<file path="src/rtl/div_sequencer.sv">
// div_sequencer: iterative RV32M divider (DIV/DIVU/REM/REMU) for the execute stage.
// A restoring divider on operand magnitudes takes one step per cycle for XLEN cycles.
// A FIX cycle then applies the signs and selects the output. A DONE cycle presents the result.
// Divide-by-zero and signed overflow skip the iteration and go straight to DONE.
//
// Ports:
//   clk, rst_n          clock (rising edge), asynchronous active-low reset
//   start, func3        request strobe (sampled only in IDLE) and RV32M func3 (1xx)
//   operand_a/_b        dividend / divisor, latched at the accepting edge
//   flush               synchronous abort; returns to IDLE, result untouched
//   stall               freeze upstream while the request is being worked on
//   busy                registered "not IDLE"
//   valid_out, result   one-cycle completion strobe and held quotient/remainder
module div_sequencer #(
    parameter int XLEN = 32
) (
    input  logic            clk,
    input  logic            rst_n,
    input  logic            start,
    input  logic [2:0]      func3,
    input  logic [XLEN-1:0] operand_a,
    input  logic [XLEN-1:0] operand_b,
    input  logic            flush,
    output logic            stall,
    output logic            busy,
    output logic            valid_out,
    output logic [XLEN-1:0] result
);

    typedef enum logic [1:0] {IDLE, RUN, FIX, DONE} state_e;

    localparam logic [XLEN-1:0] INT_MIN = {1'b1, {(XLEN-1){1'b0}}};
    localparam logic [5:0]      LAST    = 6'(XLEN - 1);

    state_e          state_q, state_d;
    logic [5:0]      cnt_q, cnt_d;
    logic [XLEN:0]   rem_q, rem_d;      // partial remainder, one guard bit
    logic [XLEN-1:0] quo_q, quo_d;      // dividend shifts out, quotient shifts in
    logic [XLEN-1:0] dvs_q, dvs_d;      // divisor magnitude
    logic [XLEN-1:0] result_q, result_d;
    logic            neg_quo_q, neg_quo_d;
    logic            neg_rem_q, neg_rem_d;
    logic            sel_rem_q, sel_rem_d;
    logic            valid_q, valid_d;
    logic            busy_q, busy_d;

    logic            accept, is_signed, div_zero, ovf;
    logic [XLEN-1:0] a_mag, b_mag, fast_q, fast_r, q_fix, r_fix;
    logic [XLEN:0]   shifted, diff;

    always_comb begin
        accept    = (state_q == IDLE) && start && func3[2] && !flush;
        is_signed = !func3[0];
        a_mag     = (is_signed && operand_a[XLEN-1]) ? -operand_a : operand_a;
        b_mag     = (is_signed && operand_b[XLEN-1]) ? -operand_b : operand_b;
        div_zero  = (operand_b == '0);
        ovf       = is_signed && (operand_a == INT_MIN) && (operand_b == '1);
        fast_q    = div_zero ? '1 : INT_MIN;
        fast_r    = div_zero ? operand_a : '0;

        // Restoring step: a borrow out of the guard bit means "does not fit".
        shifted   = {rem_q[XLEN-1:0], quo_q[XLEN-1]};
        diff      = shifted - {1'b0, dvs_q};

        q_fix     = neg_quo_q ? -quo_q : quo_q;
        r_fix     = neg_rem_q ? -rem_q[XLEN-1:0] : rem_q[XLEN-1:0];
    end

    always_comb begin
        state_d   = state_q;
        cnt_d     = cnt_q;
        rem_d     = rem_q;
        quo_d     = quo_q;
        dvs_d     = dvs_q;
        result_d  = result_q;
        neg_quo_d = neg_quo_q;
        neg_rem_d = neg_rem_q;
        sel_rem_d = sel_rem_q;

        case (state_q)
            IDLE: begin
                if (accept) begin
                    sel_rem_d = func3[1];
                    cnt_d     = '0;
                    if (div_zero || ovf) begin
                        result_d = func3[1] ? fast_r : fast_q;
                        state_d  = DONE;
                    end else begin
                        rem_d     = '0;
                        quo_d     = a_mag;
                        dvs_d     = b_mag;
                        neg_quo_d = is_signed && (operand_a[XLEN-1] ^ operand_b[XLEN-1]);
                        neg_rem_d = is_signed && operand_a[XLEN-1];
                        state_d   = RUN;
                    end
                end
            end
            RUN: begin
                if (!diff[XLEN]) begin
                    rem_d = diff;
                    quo_d = {quo_q[XLEN-2:0], 1'b1};
                end else begin
                    rem_d = shifted;
                    quo_d = {quo_q[XLEN-2:0], 1'b0};
                end
                cnt_d = cnt_q + 6'd1;
                if (cnt_q == LAST) begin
                    cnt_d   = '0;
                    state_d = FIX;
                end
            end
            FIX: begin
                result_d = sel_rem_q ? r_fix : q_fix;
                state_d  = DONE;
            end
            DONE:    state_d = IDLE;
            default: state_d = IDLE;
        endcase

        // Abort beats everything; an aborted op never touches result.
        if (flush) begin
            state_d  = IDLE;
            cnt_d    = '0;
            result_d = result_q;
        end

        valid_d = (state_d == DONE);
        busy_d  = (state_d != IDLE);
    end

    always_ff @(posedge clk or negedge rst_n) begin
        if (!rst_n) begin
            state_q   <= IDLE;
            cnt_q     <= '0;
            rem_q     <= '0;
            quo_q     <= '0;
            dvs_q     <= '0;
            result_q  <= '0;
            neg_quo_q <= 1'b0;
            neg_rem_q <= 1'b0;
            sel_rem_q <= 1'b0;
            valid_q   <= 1'b0;
            busy_q    <= 1'b0;
        end else begin
            state_q   <= state_d;
            cnt_q     <= cnt_d;
            rem_q     <= rem_d;
            quo_q     <= quo_d;
            dvs_q     <= dvs_d;
            result_q  <= result_d;
            neg_quo_q <= neg_quo_d;
            neg_rem_q <= neg_rem_d;
            sel_rem_q <= sel_rem_d;
            valid_q   <= valid_d;
            busy_q    <= busy_d;
        end
    end

    // Gated by rst_n so a start held during reset cannot raise stall.
    assign stall     = rst_n && ((state_q == RUN) || (state_q == FIX) || accept);
    assign busy      = busy_q;
    assign valid_out = valid_q;
    assign result    = result_q;

endmodule

</file>
<file path="config.mk">
export PLATFORM = sky130hd
export DESIGN_NAME = div_sequencer
export DESIGN_NICKNAME = d
export VERILOG_FILES = /design/src/rtl/div_sequencer.sv
export SDC_FILE = /design/constraint.sdc
export NUM_CORES = 1
export LEC_CHECK = 0
export ABC_AREA = 1
export ABC_CLOCK_PERIOD_IN_PS = 4900
export CAP_MARGIN = 20
export CORE_UTILIZATION = 40
export CTS_BUF_LIST = sky130_fd_sc_hd__clkbuf_16
export DETAILED_ROUTE_END_ITERATION = 10
export PLACE_DENSITY = 0.65
export SYNTH_ARGS = -nofsm -noshare
export SYNTH_HDL_FRONTEND = slang
export SYNTH_SLANG_ARGS = --single-unit
</file>
<file path="constraint.sdc">
create_clock -name clk -period 4.9 [get_ports clk]
set_input_delay 0.98 -clock clk [delete_from_list [all_inputs] [get_ports clk]]
set_output_delay 0.98 -clock clk [all_outputs]
set_load 0.005 [all_outputs]
</file>
* Word level (Yosys, flattened, before mapping)
Index checks and enable logic that the tools add are counted.
** Word-level totals
- Register bits after elaboration :: 141
- Bits of input ports :: 71
- Output and inout port bits :: 35
- Word-level logic and storage cells :: 84
** Operators by class
- Reduce and logical (&&, ||, !) cells :: 25
- Multiplexer cells :: 28
- Bitwise gates (word level) :: 3
- Add/subtract/negate cells :: 6
- Equal/unequal tests :: 11
** Operator list (count)
- 32-bit 2-to-1 mux :: 14
- 32-bit one-hot mux with 2 select lines :: 3
- 32-bit negation :: 4
- 32-bit equality test (second input constant) :: 2
- 33-bit by 32-bit subtractor with 33-bit output :: 1
- 32-bit logical NOT :: 1
- 31-bit 2-to-1 mux :: 1
- 6-bit 2-to-1 mux :: 3
- 6-bit one-hot mux with 2 select lines :: 1
- 1-bit logical AND :: 9
- 2-bit 2-to-1 mux :: 4
- 2-bit one-hot mux with 4 select lines :: 1
- 6-bit by 1-bit adder with 6-bit output (second input constant) :: 1
- 2-bit equality test (second input constant) :: 3
- 6-bit by 5-bit equality test with 1-bit output (second input constant) :: 1
- 3-bit AND reduction :: 2
- 2-bit nonzero test :: 3
- 2-bit != test (second input constant) :: 2
- 2-bit AND reduction :: 2
- 4-bit AND reduction :: 1
- 1-bit logical OR :: 3
- 3-bit != test (second input constant) :: 1
- 3-bit nonzero test :: 1
- 2-bit by 1-bit equality test with 1-bit output (second input constant) :: 1
- 6 further kinds :: 8

* Depth between registers and ports, before layout
- Word-level depth :: 9
- Mapped depth :: 16

* Least setup slack after synthesis
No wires, ideal clock.
- Path kind :: input -> register
- From :: input port operand_b[0]
- To :: register quo_q[31]
- Path buffers :: 2
- Path slack :: 2.412 ns
- Arrival time :: 2.364 ns
- Cell stages on the path :: 13
- Setup time :: 0.124 ns
- Path through :: inv_1 > ha_1 > nand4_1 > nor2_1 > nand2_1 > nor2_4 > inv_2 > nand3_2 > buf_6 > inv_2 > buf_6 > nand3_1 > nand3_1
** On the way
- Longest elaborated chain between the ends :: 5
- Elaborated cells between the ends (all ways) :: 6
- Those cells by class :: eq/ne (2); reduce/logical (4)
** Ends and longest elaborated chain
- from (decl) :: RTL line 22 : input logic [XLEN-1:0] operand_b,
- 32-bit equality test :: RTL line 57 : ovf = is_signed && (operand_a == INT_MIN) && (operand_b == '1);
- 1-bit logical AND :: RTL line 57
- 1-bit logical OR (*) :: RTL line 85 : if (div_zero || ovf) begin
- 2-bit != test (no source line) (*)
- 3-bit AND reduction (no source line) (*)
- to (signal assigned) :: RTL line 148 : quo_q <= quo_d;
- to (decl) :: RTL line 38 : logic [XLEN-1:0] quo_q, quo_d;
Mark *: on every way between the ends. The rest lies on a longest branch, timed or not.
A chain may end at the register's enable or synchronous reset.

* Final worst setup path
- From :: input port operand_a[0]
- To :: register rem_q[5]
** On the way
- Longest elaborated chain between the ends :: 6
** Ends and longest elaborated chain
- from (decl) :: RTL line 21 : input logic [XLEN-1:0] operand_a,
- 32-bit equality test :: RTL line 57
- 1-bit logical AND (2 in series) :: RTL line 57
- 1-bit logical OR :: RTL line 85
- 2-bit != test (no source line)
- 3-bit AND reduction (no source line)
- to (signal assigned) :: RTL line 147 : rem_q <= rem_d;
- to (decl) :: RTL line 37 : logic [XLEN:0] rem_q, rem_d;
Every way passes these cells.

==> out/summary.md <==
The flow ran to the end, and the final reports show no timing, DRC or antenna violations. Counting cells, the worst reg-to-reg path comes to 15. For this design, the slowest cell found on the critical path is clkdlybuf4s50_1.

The run gives 28.7% as the all-layer global routing usage. Actual transition at the worst max-transition pin: 1.00 ns. The mean cell area of the mapped netlist works out to 5.93 um^2. The internal power of the cells totals 3.62 mW. Summed over all nets, the switching power comes to 3.35 mW. After detailed routing, the wire length on met1 is 21.8 mm. The logs give 27.3% for the power share of the sequential group and 6.97 mW for the total chip power.

The number of gates resized after CTS was 0. The share of the synthesized area in the top cell type came out at 27.1%. Sequential share of the synthesized area: 27.1%.

The tools report the count of final max-slew check failures as 0. For the number of sinks on the clock net, the log shows 141. The data required time of the critical path came out at 5.21 ns.

At the end of routability-driven placement, the weighted congestion stood at 0.962. TritonCTS built the clock tree. Number of top-level pins: 106. The tools report the number of rows created at floorplan as 65. By count the netlist is led by nand2_1 (770), inv_1 (277), nand3_1 (251). Largest net degree at the start of global routing: 70.

Once the floorplan was initialized, standard cells occupied 40.9% of the core. Along the worst path, the maximum fanout reaches 54. The terminus of the critical flop-to-flop path was rem_q[11]. In the synthesized netlist the async set-or-reset flop fraction comes to 100%.

The most used flip-flop cell after synthesis is dfrtp_1. The tools report the launch point of the worst reg-to-reg path as quo_q[31]. In this run the horizontal extent of the chip is 182 um.

The run gives 0 as the number of max-cap violations. The insertion delay to the later sink of the worst-skew pair was 0.45 ns; the length of the first detailed-routing pass in iterations was 6. The area added between synthesis and finish works out to 15.4%.

Measured against its own limit, the worst slew margin works out to 32.9%. Number of buffer cells added on primary ports: 105. In the final design database the tool counted 2,377 nets. The final routed DRC violation total came out at 0. The setup path with the least slack is of type primary input to register.

The overall die height was 182 um; the register-to-register setup slack was 1.54 ns. Setup repair after global routing left no endpoint under its margin. The logs give 13,000 um^2 for the post-synth design cell area and 3.07 mm for the met3 wire length.

The run gives 0 as the initial antenna violation count. The worst setup path is captured at a register. The number of DRC violations after detailed-routing iteration 0 came out at 1,479. The number of buffers inserted to repair setup after CTS came out at 0. The largest stage delay on the critical path was 0.44 ns; the deepest level of the CTS H-tree was 4. By area the synthesized netlist is led by dfrtp_1 (27%), nand2_1 (22%), nand3_1 (9.7%). Traced cell by cell, the critical path runs through clkdlybuf4s50_1 > inv_1 > ha_1 > nand2_1 > nor2_1 > nand2_1 > nor2_1 > nand3_1 > nand3_2 > buf_4 > a21oi_2 > buf_4 > nand3_1 > nand2_1. At the placement stage, the worst setup path has a slack of 0.919 ns. The tools report the startpoint kind of the worst setup timing path as a primary input. The diode insertion count for antenna repair is 0. Routed signal wires occupy layers up through met4. The part of the cycle the worst path needs was 73.7%. The largest area contributor in the netlist is dfrtp_1.

Synthesis handed over a netlist of 2,194 instances. The worst hold path belongs to the class primary input to asynchronous set/reset pin. The per-cell routed wire length was 17.3 um; the wire length on met2 was 20.8 mm. Warning count from the yosys run: 0.

The run gives 7.88 nW as the leakage component of the power. The most common cell type on the critical path is nand2_1. The final instance count without filler cells was 2,712. The logs give 20.0% for the clock share of power and 277 MHz for the achievable frequency.

Counting distinct cell types in the post-synthesis netlist gives 43. Setup violations remaining at the end of the flow were counted as 0. Yosys mapped a number of flops with a built-in enable equal to 0.

The run gives 0 as the remaining global-route overflow. In this run switching power makes up 48.1% of total power. The number of placed instances, taps included, is 2,679. The shortest clock period the worst path allows after layout works out to 3.61 ns. The number of buffers and inverters on the critical path is 4.

For the final database, setup skew stands at 0.0153 ns. The routed design has 46.9 mm of wire. Family with the most delay on the worst path: simple AND/OR/NAND/NOR gates.

The share of cells above drive strength 1 is 3.21%, and the clock slew seen by the registers of the worst setup and hold paths is 0.07 ns. The run gives 14,600 as the vias after detailed routing. The remaining number of nets flagged by the antenna check after routing was 0. The tools report the post-detailed-placement half-perimeter wirelength as 36.8 mm. The vias per cell works out to 5.37. The proportion of power drawn by combinational gates was 52.7%; the total power density per cell area was 464 nW/um^2.

The number of hold buffers added after CTS was 0. Synthesis produced a netlist with a net count of 2,307. Dominant cell by count in the synthesized netlist: nand2_1. The post-synthesis sequential element count came out at 141. Hold is met by 0.365 ns.

The die covers 33,300 um^2. Final number of hold-violating endpoints: 0. The run gives 2 as the maximum buffer depth of the clock tree.

The first-pass GRT wire length was 73.9 mm. The data arrival time of the critical path is 3.93 ns, and the post-route worst setup slack is 1.29 ns. TritonCTS created 17 clock buffers. The total core area was 31,800 um^2. The tree is rooted in a clkbuf_16. The via count of the first global-routing pass was 13,400. The logs give 0.000281 V for the highest ir drop seen on vdd and 0 ns for the total negative slack for setup checks.
==> registers in the layout, summed over array words and instances (netlist names), 2 cells and up <==
name	flops
cnt_q	6
dvs_q	32
quo_q	32
rem_q	32
result	32
state_q	2
==> layout by cell type (no fill, tap or decap), drive strengths merged, types with 2 or more instances in the layout <==
| cell | n |
|---|---|
| buf | 14 |
| nand3b | 12 |
| dfrtp | 141 |
| nor2 | 238 |
| a21o | 3 |
| nand4 | 39 |
| nand2 | 773 |
| or2 | 7 |
| o21ai | 141 |
| nor4 | 7 |
| bufinv | 4 |
| o21bai | 2 |
| inv | 284 |
| clkbuf | 17 |
| ha | 41 |
| clkinv | 9 |
| a21oi | 47 |
| xnor2 | 23 |
| xor2 | 36 |
| nand3 | 256 |
| o211ai | 25 |
| o22ai | 8 |
| nor3 | 28 |
| clkdlybuf4s50 | 104 |
| a31oi | 9 |
==> metal layers <==
| layer | global-route usage (%) | up-vias |
|---|---|---|
| met4 | 8.71 | 0 |
| met2 | 44.9 | 531 |
| li1 | - | 7162 |
| met5 | 0 | - |
| met3 | 4.35 | 76 |
| met1 | 40.6 | 6794 |
==> worst max-delay path by stage <==
stage,end,start,cells past startpoint,slack [ns]
after floorplan,quo_q[31],operand_b[0],13,2.41
after CTS,rem_q[5],operand_a[0],14,1.32
after detailed placement,result[10],operand_a[0],13,0.92
final,rem_q[5],operand_a[0],14,1.29
after global routing,result[10],operand_a[0],13,1.05
after global placement,rem_q[31],operand_a[0],14,1.01
==> through the flow <==
| stage | area [um^2] | util [%] |
|---|---|---|
| finish | 15000 | 47.2 |
| global route | 15000 | 47.2 |
| CTS | 15000 | 47.1 |
| detailed placement | 14400 | 45.2 |
| global placement | 14400 | 45.2 |
| floorplan | 13000 | - |
==> power groups by stage <==
stage | Sequential [mW] | Combinational, mW | Clock (mW)
6_report | 1.90 | 3.67 | 1.39
5_1_grt | 1.95 | 4.12 | 1.46
4_1_cts | 1.90 | 3.61 | 1.42
3_5_place_dp | 1.91 | 3.59 | 0
3_3_place_gp | 1.90 | 3.56 | 0
2_1_floorplan | 1.78 | 2.43 | 0
==> kinds of logic (layout without fill, tap and decap cells) <==
group | Yosys count | in the layout | synth area share (%)
DFF | 141 | 141 | 27.1
muxes | 1 | 1 | 0.0769
and+or+nand+nor | 1360 | 1360 | 43.8
adders and majority gates | 42 | 42 | 4.09
AOI/OAI and AO/OA | 241 | 241 | 10.2
xor gates and xnor gates | 59 | 59 | 3.97
buffers and inverters | 350 | 433 | 10.8
==> cell type report <==
cell class                 count  area [um^2]
fill                        3444        16800
clock inverter                15          194
multi-input combinational   1703         8090
tap                          435          544
timing repair buffer         118         1170
clock buffer                  17          425
sequential                   141         3530
inverter                     283         1060
No activity file was read; power rests on OpenSTA's default activity.
==> RTL edit 1 (same settings) <==
The parameter `XLEN` goes from 32 to 16.
--- a/src/rtl/div_sequencer.sv
+++ b/src/rtl/div_sequencer.sv
@@ -12,7 +12,7 @@
 //   busy                registered "not IDLE"
 //   valid_out, result   one-cycle completion strobe and held quotient/remainder
 module div_sequencer #(
-    parameter int XLEN = 32
+    parameter int XLEN = 16
 ) (
     input  logic            clk,
     input  logic            rst_n,
Interface: changed (resized operand_a, operand_b and result); port bits go from 106 to 58. No check against the original RTL was run, so the function may have changed too.
==> RTL edit 1 against the original RTL <==
Die area decreased by 49%. Sequential cell count down 64. Clock power fell by 49%. Cell area decreased by 49%. Wire length decreased by 60%. Setup slack improved by 0.21 ns. Area after synthesis is 49% lower. Count of clock-buffer cells in the layout fell by 8. Sequential power decreased by 37%. Fmax rose by 6.2%. Hold slack better by 0.11 ns. Final cell count fell by 51%. Utilization is 0.37 points higher. Total power shrank 29%.
==> RTL edit 1: results <==
metrics = {
    "grt": {
        "grt_max_degree": 52,
        "grt.total_usage_pct": 23.7,
        "grt_use_met2_pct": 37.4,
        "grt_pass1_wl_mm": 31.1,
        "grt_pass1_vias": 6170,
        "grtUsageMet1_pct": 33.1,
        "use_met3_pct": 3.32,
    },
    "routing": {
        "drt_iter0_markers": 470,
        "drt-met1-wl_mm": 9.10,
        "routedWlPerCell_um": 14.2,
        "wl_mm": 18.8,
        "wl_met3_um": 846,
        "firstDrtPassIters": 8,
        "wl_met2_mm": 8.58,
    },
    "place": {
        "hpwl_mm": 14.7,
        "place_area_um2": 7280,
        "dp_slack_ns": 1.22,
        "portBuffers": 57,
        "dp.cells": 1314,
        "routabilityCongestion": 0.919,
    },
    "synthesis": {
        "yosys-top-cells-count": "nand2_1, inv_1, nand3_1, nor2_1, o21ai_0",
        "ys_types": 44,
        "synth_area_leaders": "dfrtp_1, nand2_1, nand3_1, inv_1, o21ai_0",
        "yosysSeqAreaShare_pct": 29.3,
        "syn_inst": 1067,
    },
    "power_and_ir_drop": {
        "ir_drop_v": 0.000327,
        "pwr-share-comb_pct": 61.4,
        "p_sw_uw": 2540,
        "p_leak_uw": 0.00402,
        "p_seq_uw": 1200,
    },
    "setup_path": {
        "max_stage_delay_ns": 0.50,
        "r2r_end": "rem_q[13]",
        "critPathTopFamily": "buffers and inverters",
        "worstPathMaxFanout": 7,
        "crit_path_end": "stall",
        "reg2reg_slack_ns": 2.09,
        "r2r-start": "quo_q[15]",
        "arrival_ns": 2.42,
    },
    "clocking": {
        "ctsHtreeMaxLevel": 3,
        "post_cts_buffers": 0,
        "cts_buffers": 9,
        "clkLatencyLatePin_ns": 0.35,
        "root_buffer": "clkbuf_16",
    },
    "timing": {
        "clock_skew_ns": 0.00838,
        "fin_ws_ns": 1.50,
        "holdWs_ns": 0.474,
        "relSlewSlack_pct": 49.8,
    },
    "cells_and_area": {
        "drive_gt1_share_pct": 3.23,
        "nets": 1175,
    },
    "worst_hold_path": {
        "hp-class": "flip-flop to flip-flop",
        "holdPathStages": 2,
    },
    "run_status": {
        "status": "completed",
    },
}
==> RTL edit 1: cell count changes after synthesis, sizes merged, moves of 31 or more <==
cell   delta
nand2   -382
nor2    -152
inv     -140
nand3   -135
dfrtp    -64
o21ai    -58
nand4    -31
==> RTL edit 1: area by class of cell <==
type,instances,area [µm²]
fillers,1670,8360
multi-input cells,821,3980
flip-flops and latches,77,1930
repair buffers,58,576
inverters,142,534
well taps,216,270
clock buffers,9,225
clock inverters,6,80.1
==> RTL edit 1: logic make-up (layout without fill, tap and decap cells) <==
group,after synthesis,count (layout),synth area share (%)
simple gates,636,636,40.8
fa+ha+maj,27,27,5.25
flops,77,77,29.3
buf+inv,169,215,10.3
xor+xnor,27,27,3.60
compound gates,131,131,10.8
==> RTL edit 1: worst reg2reg max path, delay by kind of cell (launching register included) <==
family,cells,cell delay (ns)
adders and majority gates,2,0.66
DFF,1,0.36
and+or+nand+nor,11,1.53
buffers and inverters,2,0.15
==> RTL edit 2 (same flow settings) <==
Made on the original files. Make the reset (`rst_n`) synchronous in one clocked block. Comments in the files are not updated.
--- a/src/rtl/div_sequencer.sv
+++ b/src/rtl/div_sequencer.sv
@@ -128,7 +128,7 @@
         busy_d  = (state_d != IDLE);
     end
 
-    always_ff @(posedge clk or negedge rst_n) begin
+    always_ff @(posedge clk) begin
         if (!rst_n) begin
             state_q   <= IDLE;
             cnt_q     <= '0;
Formal check against the unedited RTL: differs if rst_n is asserted again (counterexample within 4 cycles, from zero or initial values and one cycle with rst_n low); with rst_n held inactive, the same outputs for 4 cycles.
==> RTL edit 2 against the original RTL <==
Hold slack improved by 0.099 ns. Wire length fell by 2.0%. Setup slack improved by 0.023 ns. Sequential cell count did not move. Cell area fell by 0.88%. Area after synthesis rose by 0.37%. Highest routed layer unchanged.
Power is not compared: it rests on default switching activity, and its combinational part moved more than twofold at a synthesized area within 25%.
==> RTL edit 2: results <==
metrics = {
    "setup_path": {
        "reg2reg_slack_ns": 1.49,
        "crit_path_end": "stall",
        "worstPathMaxFanout": 7,
        "r2r_end": "quo_q[0]",
        "r2r-start": "quo_q[31]",
        "worst_r2r_path_depth": 17,
        "cp-startpoint": "flush",
        "arrival_ns": 2.61,
        "max_stage_delay_ns": 0.51,
        "critPathTopFamily": "buffers and inverters",
    },
    "timing": {
        "holdWs_ns": 0.464,
        "clock_skew_ns": 0.0145,
        "tightest_slew_ns": 0.933,
    },
    "routing": {
        "routedWlPerCell_um": 16.3,
        "vias_per_cell": 5.35,
        "drt_iter0_markers": 1589,
    },
    "synthesis": {
        "yosysSeqAreaShare_pct": 21.6,
        "syn_area_per_cell_um2": 5.63,
        "async_flop_share_pct": 0,
        "yosys-top-cells-count": "nand2_1, inv_1, nand3_1, nor2_1, a21oi_1",
        "syn_nets": 2435,
        "synth_area_leaders": "dfxtp_1, nand2_1, nand3_1, inv_1, nor2_1",
    },
    "place": {
        "hpwl_mm": 36.1,
        "routabilityCongestion": 0.977,
    },
    "grt": {
        "grt_max_degree": 78,
        "grt_pass1_wl_mm": 72.8,
        "grt.total_usage_pct": 27.8,
        "grt_use_met2_pct": 43.3,
        "grt_pass1_vias": 13500,
        "grtUsageMet1_pct": 40.1,
        "use_met3_pct": 3.09,
    },
    "cells_and_area": {
        "nets": 2488,
    },
    "run_status": {
        "status": "completed",
    },
    "worst_hold_path": {
        "hp-class": "flip-flop to flip-flop",
    },
}
RTL edit 2: cell count changes in the layout (fill, tap and decap cells not counted), sizes merged, moves of 13 or more:
cell and delta:
nand4 -13, nor2 +16, a21oi +130, o211ai -18
dfxtp +141, dfrtp -141, nand2 -105, inv +31
nand3 +42, o21ai +21
RTL edit 2: how the worst min path moves through the flow:
stage / from / end
floorplan: dvs_q[5] / dvs_q[5]
global placement: result[29] / result[29]
detailed placement: result[26] / result[26]
CTS: result[26] / result[26]
global route: result[27] / result[27]
finish: result[27] / result[27]
RTL edit 2: power groups by stage:
| stage | clock network [µW] | registers (µW) | logic [µW] |
|---|---|---|---|
| 4_1_cts | 1330 | 1220 | 913 |
| 6_report | 1320 | 1220 | 927 |
| 3_3_place_gp | 0 | 1240 | 903 |
| 3_5_place_dp | 0 | 1240 | 907 |
| 5_1_grt | 1370 | 1220 | 1040 |
| 2_1_floorplan | 0 | 1230 | 629 |
RTL edit 2: cell type report:
type                    instances  area share (%)
clock buffers                  17            2.86
clock inverters                14           0.975
inverters                     317            8.05
multi-input cells            1779            57.8
flip-flops and latches        141            19.0
well taps                     435            3.66
repair buffers                118            7.68
RTL edit 2: routing by layer:
layer	vias up	share of wire, %
met4	0	2.0
li1	7593	-
met3	57	6.3
met1	6902	47
met5	-	0
met2	537	44
RTL edit 2: kinds of logic after synthesis:
logic type                 count (synthesis)  synth area share (%)
and+or+nand+nor                         1301                  42.5
DFF                                      141                  21.6
adders and majority gates                 43                  4.18
AOI/OAI and AO/OA                        377                  15.2
xor gates and xnor gates                  58                  3.89
buffers and inverters                    401                  12.5
RTL edit 2: stage by stage:
stage / setup slack [ns] / util [%] / power [µW] / area, µm²
final: 1.31 / 46.7 / 3460 / 14900
after detailed placement: 0.900 / 44.9 / 2150 / 14300
after CTS: 1.32 / 46.7 / 3460 / 14900
after global routing: 1.00 / 46.7 / 3630 / 14900
after global placement: 1.00 / 44.9 / 2140 / 14300
after floorplan: 2.25 / - / 1860 / 13100
RTL edit 2: tightest hold or removal path: cells and delay by family (launching register included):
| kind | cells | cell delay [ns] |
|---|---|---|
| AOI/OAI and AO/OA | 1 | 0.05 |
| and+or+nand+nor | 1 | 0.06 |
| DFF | 1 | 0.31 |
